===== src/rtl/alu_seq_ctrl.sv =====
// Multi-cycle sequencer: runs one register-to-register instruction at a time
// through the shared 16x4 register file and the single registered 4-bit ALU.
module alu_seq_ctrl #(
    parameter int AW = 4,
    parameter int DW = 4
) (
    input  logic          clk_i,
    input  logic          rst_i,
    input  logic          instr_valid_i,
    output logic          instr_ready_o,
    input  logic [2:0]    opcode_i,
    input  logic [AW-1:0] rd_i,
    input  logic [AW-1:0] rs1_i,
    input  logic [AW-1:0] rs2_i,
    input  logic [DW-1:0] imm_i,
    output logic [AW-1:0] rf_rr1_o,
    output logic [AW-1:0] rf_rr2_o,
    output logic [AW-1:0] rf_wr_o,
    output logic [DW-1:0] rf_wdata_o,
    output logic          rf_wenable_o,
    input  logic [DW-1:0] rf_rdata1_i,
    input  logic [DW-1:0] rf_rdata2_i,
    output logic [DW-1:0] alu_a_o,
    output logic [DW-1:0] alu_b_o,
    output logic [1:0]    alu_select_o,
    input  logic [DW-1:0] alu_res_i,
    input  logic          alu_cf_i,
    input  logic          alu_zf_i,
    input  logic          alu_sf_i,
    output logic [DW-1:0] res_o,
    output logic          cf_o,
    output logic          zf_o,
    output logic          sf_o,
    output logic          invalid_o,
    output logic          done_o
);

    localparam logic [2:0] OP_AND = 3'b000;
    localparam logic [2:0] OP_OR  = 3'b001;
    localparam logic [2:0] OP_ADD = 3'b010;
    localparam logic [2:0] OP_SUB = 3'b011;
    localparam logic [2:0] OP_LDI = 3'b100;

    typedef enum logic [2:0] {
        S_IDLE,
        S_RD,
        S_LAT,
        S_EXE,
        S_WB
    } state_t;

    state_t        state_q, state_d;
    logic [2:0]    opcode_q, opcode_d;
    logic [AW-1:0] rd_q, rd_d;
    logic [DW-1:0] imm_q, imm_d;
    logic [AW-1:0] rr1_q, rr1_d;
    logic [AW-1:0] rr2_q, rr2_d;
    logic [AW-1:0] wr_q, wr_d;
    logic          wen_q, wen_d;
    logic [DW-1:0] a_q, a_d;
    logic [DW-1:0] b_q, b_d;
    logic [1:0]    sel_q, sel_d;
    logic [DW-1:0] res_q, res_d;
    logic          cf_q, cf_d;
    logic          zf_q, zf_d;
    logic          sf_q, sf_d;
    logic          inv_q, inv_d;
    logic          done_q, done_d;
    logic          ready_q, ready_d;

    always_ff @(posedge clk_i) begin
        if (rst_i) begin
            state_q  <= S_IDLE;
            opcode_q <= '0;
            rd_q     <= '0;
            imm_q    <= '0;
            rr1_q    <= '0;
            rr2_q    <= '0;
            wr_q     <= '0;
            wen_q    <= 1'b0;
            a_q      <= '0;
            b_q      <= '0;
            sel_q    <= '0;
            res_q    <= '0;
            cf_q     <= 1'b0;
            zf_q     <= 1'b0;
            sf_q     <= 1'b0;
            inv_q    <= 1'b0;
            done_q   <= 1'b0;
            ready_q  <= 1'b1;
        end else begin
            state_q  <= state_d;
            opcode_q <= opcode_d;
            rd_q     <= rd_d;
            imm_q    <= imm_d;
            rr1_q    <= rr1_d;
            rr2_q    <= rr2_d;
            wr_q     <= wr_d;
            wen_q    <= wen_d;
            a_q      <= a_d;
            b_q      <= b_d;
            sel_q    <= sel_d;
            res_q    <= res_d;
            cf_q     <= cf_d;
            zf_q     <= zf_d;
            sf_q     <= sf_d;
            inv_q    <= inv_d;
            done_q   <= done_d;
            ready_q  <= ready_d;
        end
    end

    always_comb begin
        state_d  = state_q;
        opcode_d = opcode_q;
        rd_d     = rd_q;
        imm_d    = imm_q;
        rr1_d    = rr1_q;
        rr2_d    = rr2_q;
        wr_d     = wr_q;
        wen_d    = 1'b0;
        a_d      = a_q;
        b_d      = b_q;
        sel_d    = sel_q;
        res_d    = res_q;
        cf_d     = cf_q;
        zf_d     = zf_q;
        sf_d     = sf_q;
        inv_d    = inv_q;
        done_d   = 1'b0;

        case (state_q)
            S_IDLE: begin
                if (instr_valid_i && ready_q) begin
                    opcode_d = opcode_i;
                    rd_d     = rd_i;
                    imm_d    = imm_i;
                    case (opcode_i)
                        OP_AND, OP_OR, OP_ADD, OP_SUB: begin
                            rr1_d   = rs1_i;
                            rr2_d   = rs2_i;
                            state_d = S_RD;
                        end
                        OP_LDI: begin
                            wen_d   = 1'b1;
                            wr_d    = rd_i;
                            state_d = S_WB;
                        end
                        default: begin
                            // illegal opcode: report only, datapath untouched
                            inv_d  = 1'b1;
                            done_d = 1'b1;
                        end
                    endcase
                end
            end
            S_RD: begin
                case (opcode_q)
                    OP_AND:  sel_d = 2'b10;
                    OP_OR:   sel_d = 2'b11;
                    OP_ADD:  sel_d = 2'b00;
                    default: sel_d = 2'b01;
                endcase
                state_d = S_LAT;
            end
            S_LAT: begin
                a_d     = rf_rdata1_i;
                b_d     = rf_rdata2_i;
                state_d = S_EXE;
            end
            S_EXE: begin
                wen_d   = 1'b1;
                wr_d    = rd_q;
                state_d = S_WB;
            end
            S_WB: begin
                if (opcode_q == OP_LDI) begin
                    res_d = imm_q;
                end else begin
                    res_d = alu_res_i;
                    cf_d  = alu_cf_i;
                    zf_d  = alu_zf_i;
                    sf_d  = alu_sf_i;
                end
                inv_d   = 1'b0;
                done_d  = 1'b1;
                state_d = S_IDLE;
            end
            default: state_d = S_IDLE;
        endcase

        ready_d = (state_d == S_IDLE);
    end

    // The ALU result only becomes valid at the start of WB, so the write data
    // is selected from the already-registered ALU output during that cycle.
    assign rf_wdata_o    = wen_q ? ((opcode_q == OP_LDI) ? imm_q : alu_res_i) : '0;
    assign rf_wenable_o  = wen_q;
    assign rf_wr_o       = wr_q;
    assign rf_rr1_o      = rr1_q;
    assign rf_rr2_o      = rr2_q;
    assign alu_a_o       = a_q;
    assign alu_b_o       = b_q;
    assign alu_select_o  = sel_q;
    assign res_o         = res_q;
    assign cf_o          = cf_q;
    assign zf_o          = zf_q;
    assign sf_o          = sf_q;
    assign invalid_o     = inv_q;
    assign done_o        = done_q;
    assign instr_ready_o = ready_q;

endmodule

===== config.mk =====
export PLATFORM = sky130hd
export DESIGN_NAME = alu_seq_ctrl
export DESIGN_NICKNAME = d
export VERILOG_FILES = /design/src/rtl/alu_seq_ctrl.sv
export SDC_FILE = /design/constraint.sdc
export NUM_CORES = 1
export LEC_CHECK = 0
export ABC_AREA = 1
export CAP_MARGIN = 30
export CELL_PAD_IN_SITES_DETAIL_PLACEMENT = 1
export CELL_PAD_IN_SITES_GLOBAL_PLACEMENT = 1
export CORE_ASPECT_RATIO = 0.7
export CORE_MARGIN = 2
export CORE_UTILIZATION = 33
export DETAILED_ROUTE_END_ITERATION = 8
export HOLD_SLACK_MARGIN = 0.1
export PLACE_DENSITY = 0.84
export SYNTH_ARGS = -nofsm -noshare
export SYNTH_HDL_FRONTEND = slang
export SYNTH_SLANG_ARGS = --single-unit

===== constraint.sdc =====
create_clock -name clk_i -period 3.5 [get_ports clk_i]
set_input_delay 0.7 -clock clk_i [delete_from_list [all_inputs] [get_ports clk_i]]
set_output_delay 0.7 -clock clk_i [all_outputs]
set_load 0.005 [all_outputs]

==> reports/qor.yml <==
run_status:
  run_status: "finished clean"
floorplanning:
  die_w_um: 95.07
  die_h_um: 67.75
  fp-row-count: 23
  io_pins: 74
  start_util: 0.3379
  core-area_mm2: 0.005669
  die_area_mm2: 0.006440
hold_path:
  hp-start: "alu_a_o[3]"
  hold_depth: 2
  hold_end: "alu_a_o[3]"
  hold_path.class: "reg2reg"
power:
  ir_drop_mv: 0.1566
  p_per_area_mw_per_mm2: 426.2
  leakage_nw: 1.096
finish:
  layout_common_cells: "clkdlybuf4s50_1 (73), nor2_1 (54), dfxtp_1 (47)"
  drive_gt1_frac: 0.06542
  antenna_cells: 0
  fin_util: 0.4880
  final_common_cell: "clkdlybuf4s50_1"
  layout.nets: 357
  fin_area_mm2: 0.002766
  syn2layout_area_growth_pct: 44.42
route:
  dr.pass1.iters: 4
  vias: 1818
  vias_per_cell: 4.591
  ant_nets: 0
  wl_um: 5037
  wl_per_cell_um: 12.72
  drt-initial-drc-count: 75
  drcViolationCount: 0
clocking:
  insertion_delay_ns: 0.29
  cts_resized: 0
  h-tree-depth: 2
  cts_tree: "yes"
  clk_path_buf_depth: 2
  cts_setup_buffers: 0
  clk_pin_slew_worst_paths_ns: 0.08
  cts_buffers: 5
  cts-root-buf: "clkbuf_8"
  holdBufCountCts: 0
  cts_sinks: 47
worst_setup_path:
  timing.rr.end: "rf_rr2_o[0]"
  startpoint_type: "primary input"
  reg2reg_from: "state_q[0]"
  crit_path_max_fanout: 2
  endpoint_kind: "primary output"
  reg2reg_slack_ns: 1.67
  worst-r2r-cell-count: 7
  worstSetupPathType: "in2out"
  cp.required_ns: 2.80
  arrival_ns: 1.90
logic_synthesis:
  synth_fp_nets: 286
  seq_area_frac_synth: 0.4912
  ys_seq_elements: 47
  muxShareOfSynthArea: 0
  synth.avg_cell_area_um2: 7.693
  netlist_instances: 249
  yosys_warnings: 0
  synth_top_family_by_area: "simple AND/OR/NAND/NOR gates"
  synth_top_area_frac: 0.4912
  syn_area_mm2: 0.001916
  synth-xor-area-share: 0
  synth_cell_types: 22
  synth.top_cells.by_area: "dfxtp_1 (49%), nor2_1 (11%), o21ai_0 (8.9%)"
  synthSimpleGateAreaFrac: 0.2613
  synth_fa_ha_area_frac: 0
  synth_compound_area_frac: 0.1568
  yosys.area.top_type: "dfxtp_1"
placement:
  gp_congestion: 0.7549
  postPlaceCellArea_mm2: 0.002685
  dp_hpwl_um: 3710
  portBuffers: 73
  place_ws_ns: 0.8968
sta:
  final.setup.tns_ns: 0
  slew_violations: 0
  setup_ws_ns: 0.8976
  setup_viol: 0
  relSlewSlack: 0.6544
  worst_pin_slew_ns: 0.5167
  fmax_mhz: 384.3
  rsz0062_at_grt: "no"
  post-route-period-util: 0.7436
  min_period_ns: 2.602
  fin_worst_skew_ns: 0.006871
  finalHoldViolations: 0
grt:
  overflow: 0
  antenna_found_initial: 0
  grt_pass1_vias: 1726
  grt_pass1_wl_um: 8073
  grt_use_total: 0.1609
  grt_max_degree: 26
job:
  max-cap-violations: 0
-- cell type report --
class | count | area [um2]
Fill cell | 711 | 2903
Sequential cell | 47 | 940.9
Multi-Input combinational cell | 164 | 800.8
Timing Repair Buffer | 75 | 745.7
Inverter | 27 | 103.9
Tap cell | 75 | 93.84
Clock buffer | 7 | 76.32
Clock inverter | 1 | 5.005
-- worst max path at each step --
stage / startpoint / end / slack, ns / cells past startpoint
2_1_floorplan: alu_res_i[0] / rf_wdata_o[0] / 1.88 / 2
3_3_place_gp: alu_res_i[0] / rf_wdata_o[0] / 0.92 / 4
3_5_place_dp: alu_res_i[3] / rf_wdata_o[3] / 0.90 / 4
4_1_cts: alu_res_i[0] / rf_wdata_o[0] / 0.90 / 4
5_1_grt: opcode_q[0] / rf_wdata_o[1] / 0.79 / 6
6_report: alu_res_i[3] / rf_wdata_o[3] / 0.90 / 4
-- stage by stage --
| step | hold WS, ns | cells | power, mW |
|---|---|---|---|
| 6_report | 0.4470 | 396 | 1.179 |
| 5_1_grt | 0.4690 | 396 | 1.252 |
| 4_1_cts | 0.4509 | 396 | 1.195 |
| 3_5_place_dp | 0.4375 | 388 | 0.8757 |
| 3_3_place_gp | 0.4310 | 388 | 0.8671 |
| 2_1_floorplan | 0.4241 | 249 | 0.7511 |
-- critical path, stage by stage --
cell             delay [ns]
clkdlybuf4s50_1        0.45
nand2_1                0.06
a21oi_1                0.16
clkdlybuf4s50_1        0.53
-- flip-flops by register name, indices dropped and copies added, names as in the netlist, 2 cells and up --
signal / cells
opcode_q: 3
alu_a_o: 4
state_q: 3
rf_wr_o: 4
res_o: 4
rf_rr1_o: 4
alu_b_o: 4
rd_q: 4
alu_select_o: 2
imm_q: 4
rf_rr2_o: 4
-- where the power goes --
| group | internal, mW | total (mW) | switching, mW |
|---|---|---|---|
| clock network | 0.141 | 0.318 | 0.177 |
| registers | 0.585 | 0.617 | 0.0326 |
| logic | 0.128 | 0.244 | 0.116 |
| total | 0.853 | 1.18 | 0.326 |
-- cell families after synthesis --
kind of cell    after synthesis
compound gates               60
simple gates                104
buf+inv                      38
flops                        47
-- metal layers --
layer | vias to the layer above | routed length, um | global-route usage
met3 | 2 | 359 | 0.05134
met4 | 0 | 8 | 0.02355
li1 | 936 | - | -
met5 | - | 0 | 0
met2 | 46 | 2150 | 0.2588
met1 | 834 | 2518 | 0.2166
-- cell usage after synthesis --
library cell and number:
a21oi_1 26, buf_2 5, buf_6 3, clkbuf_1 3
clkinv_1 2, dfxtp_1 47, inv_1 22, inv_2 2
inv_4 1, nand2_1 28, nand2_2 2, nand2_4 2
nand3_1 6, nand3_2 1, nand3_4 2, nand3b_1 3
nand4_1 1, nor2_1 54, nor2_4 1, nor3_1 2
nor3_4 2, o21ai_0 34
Note: power is estimated with default switching activity, not from simulation.
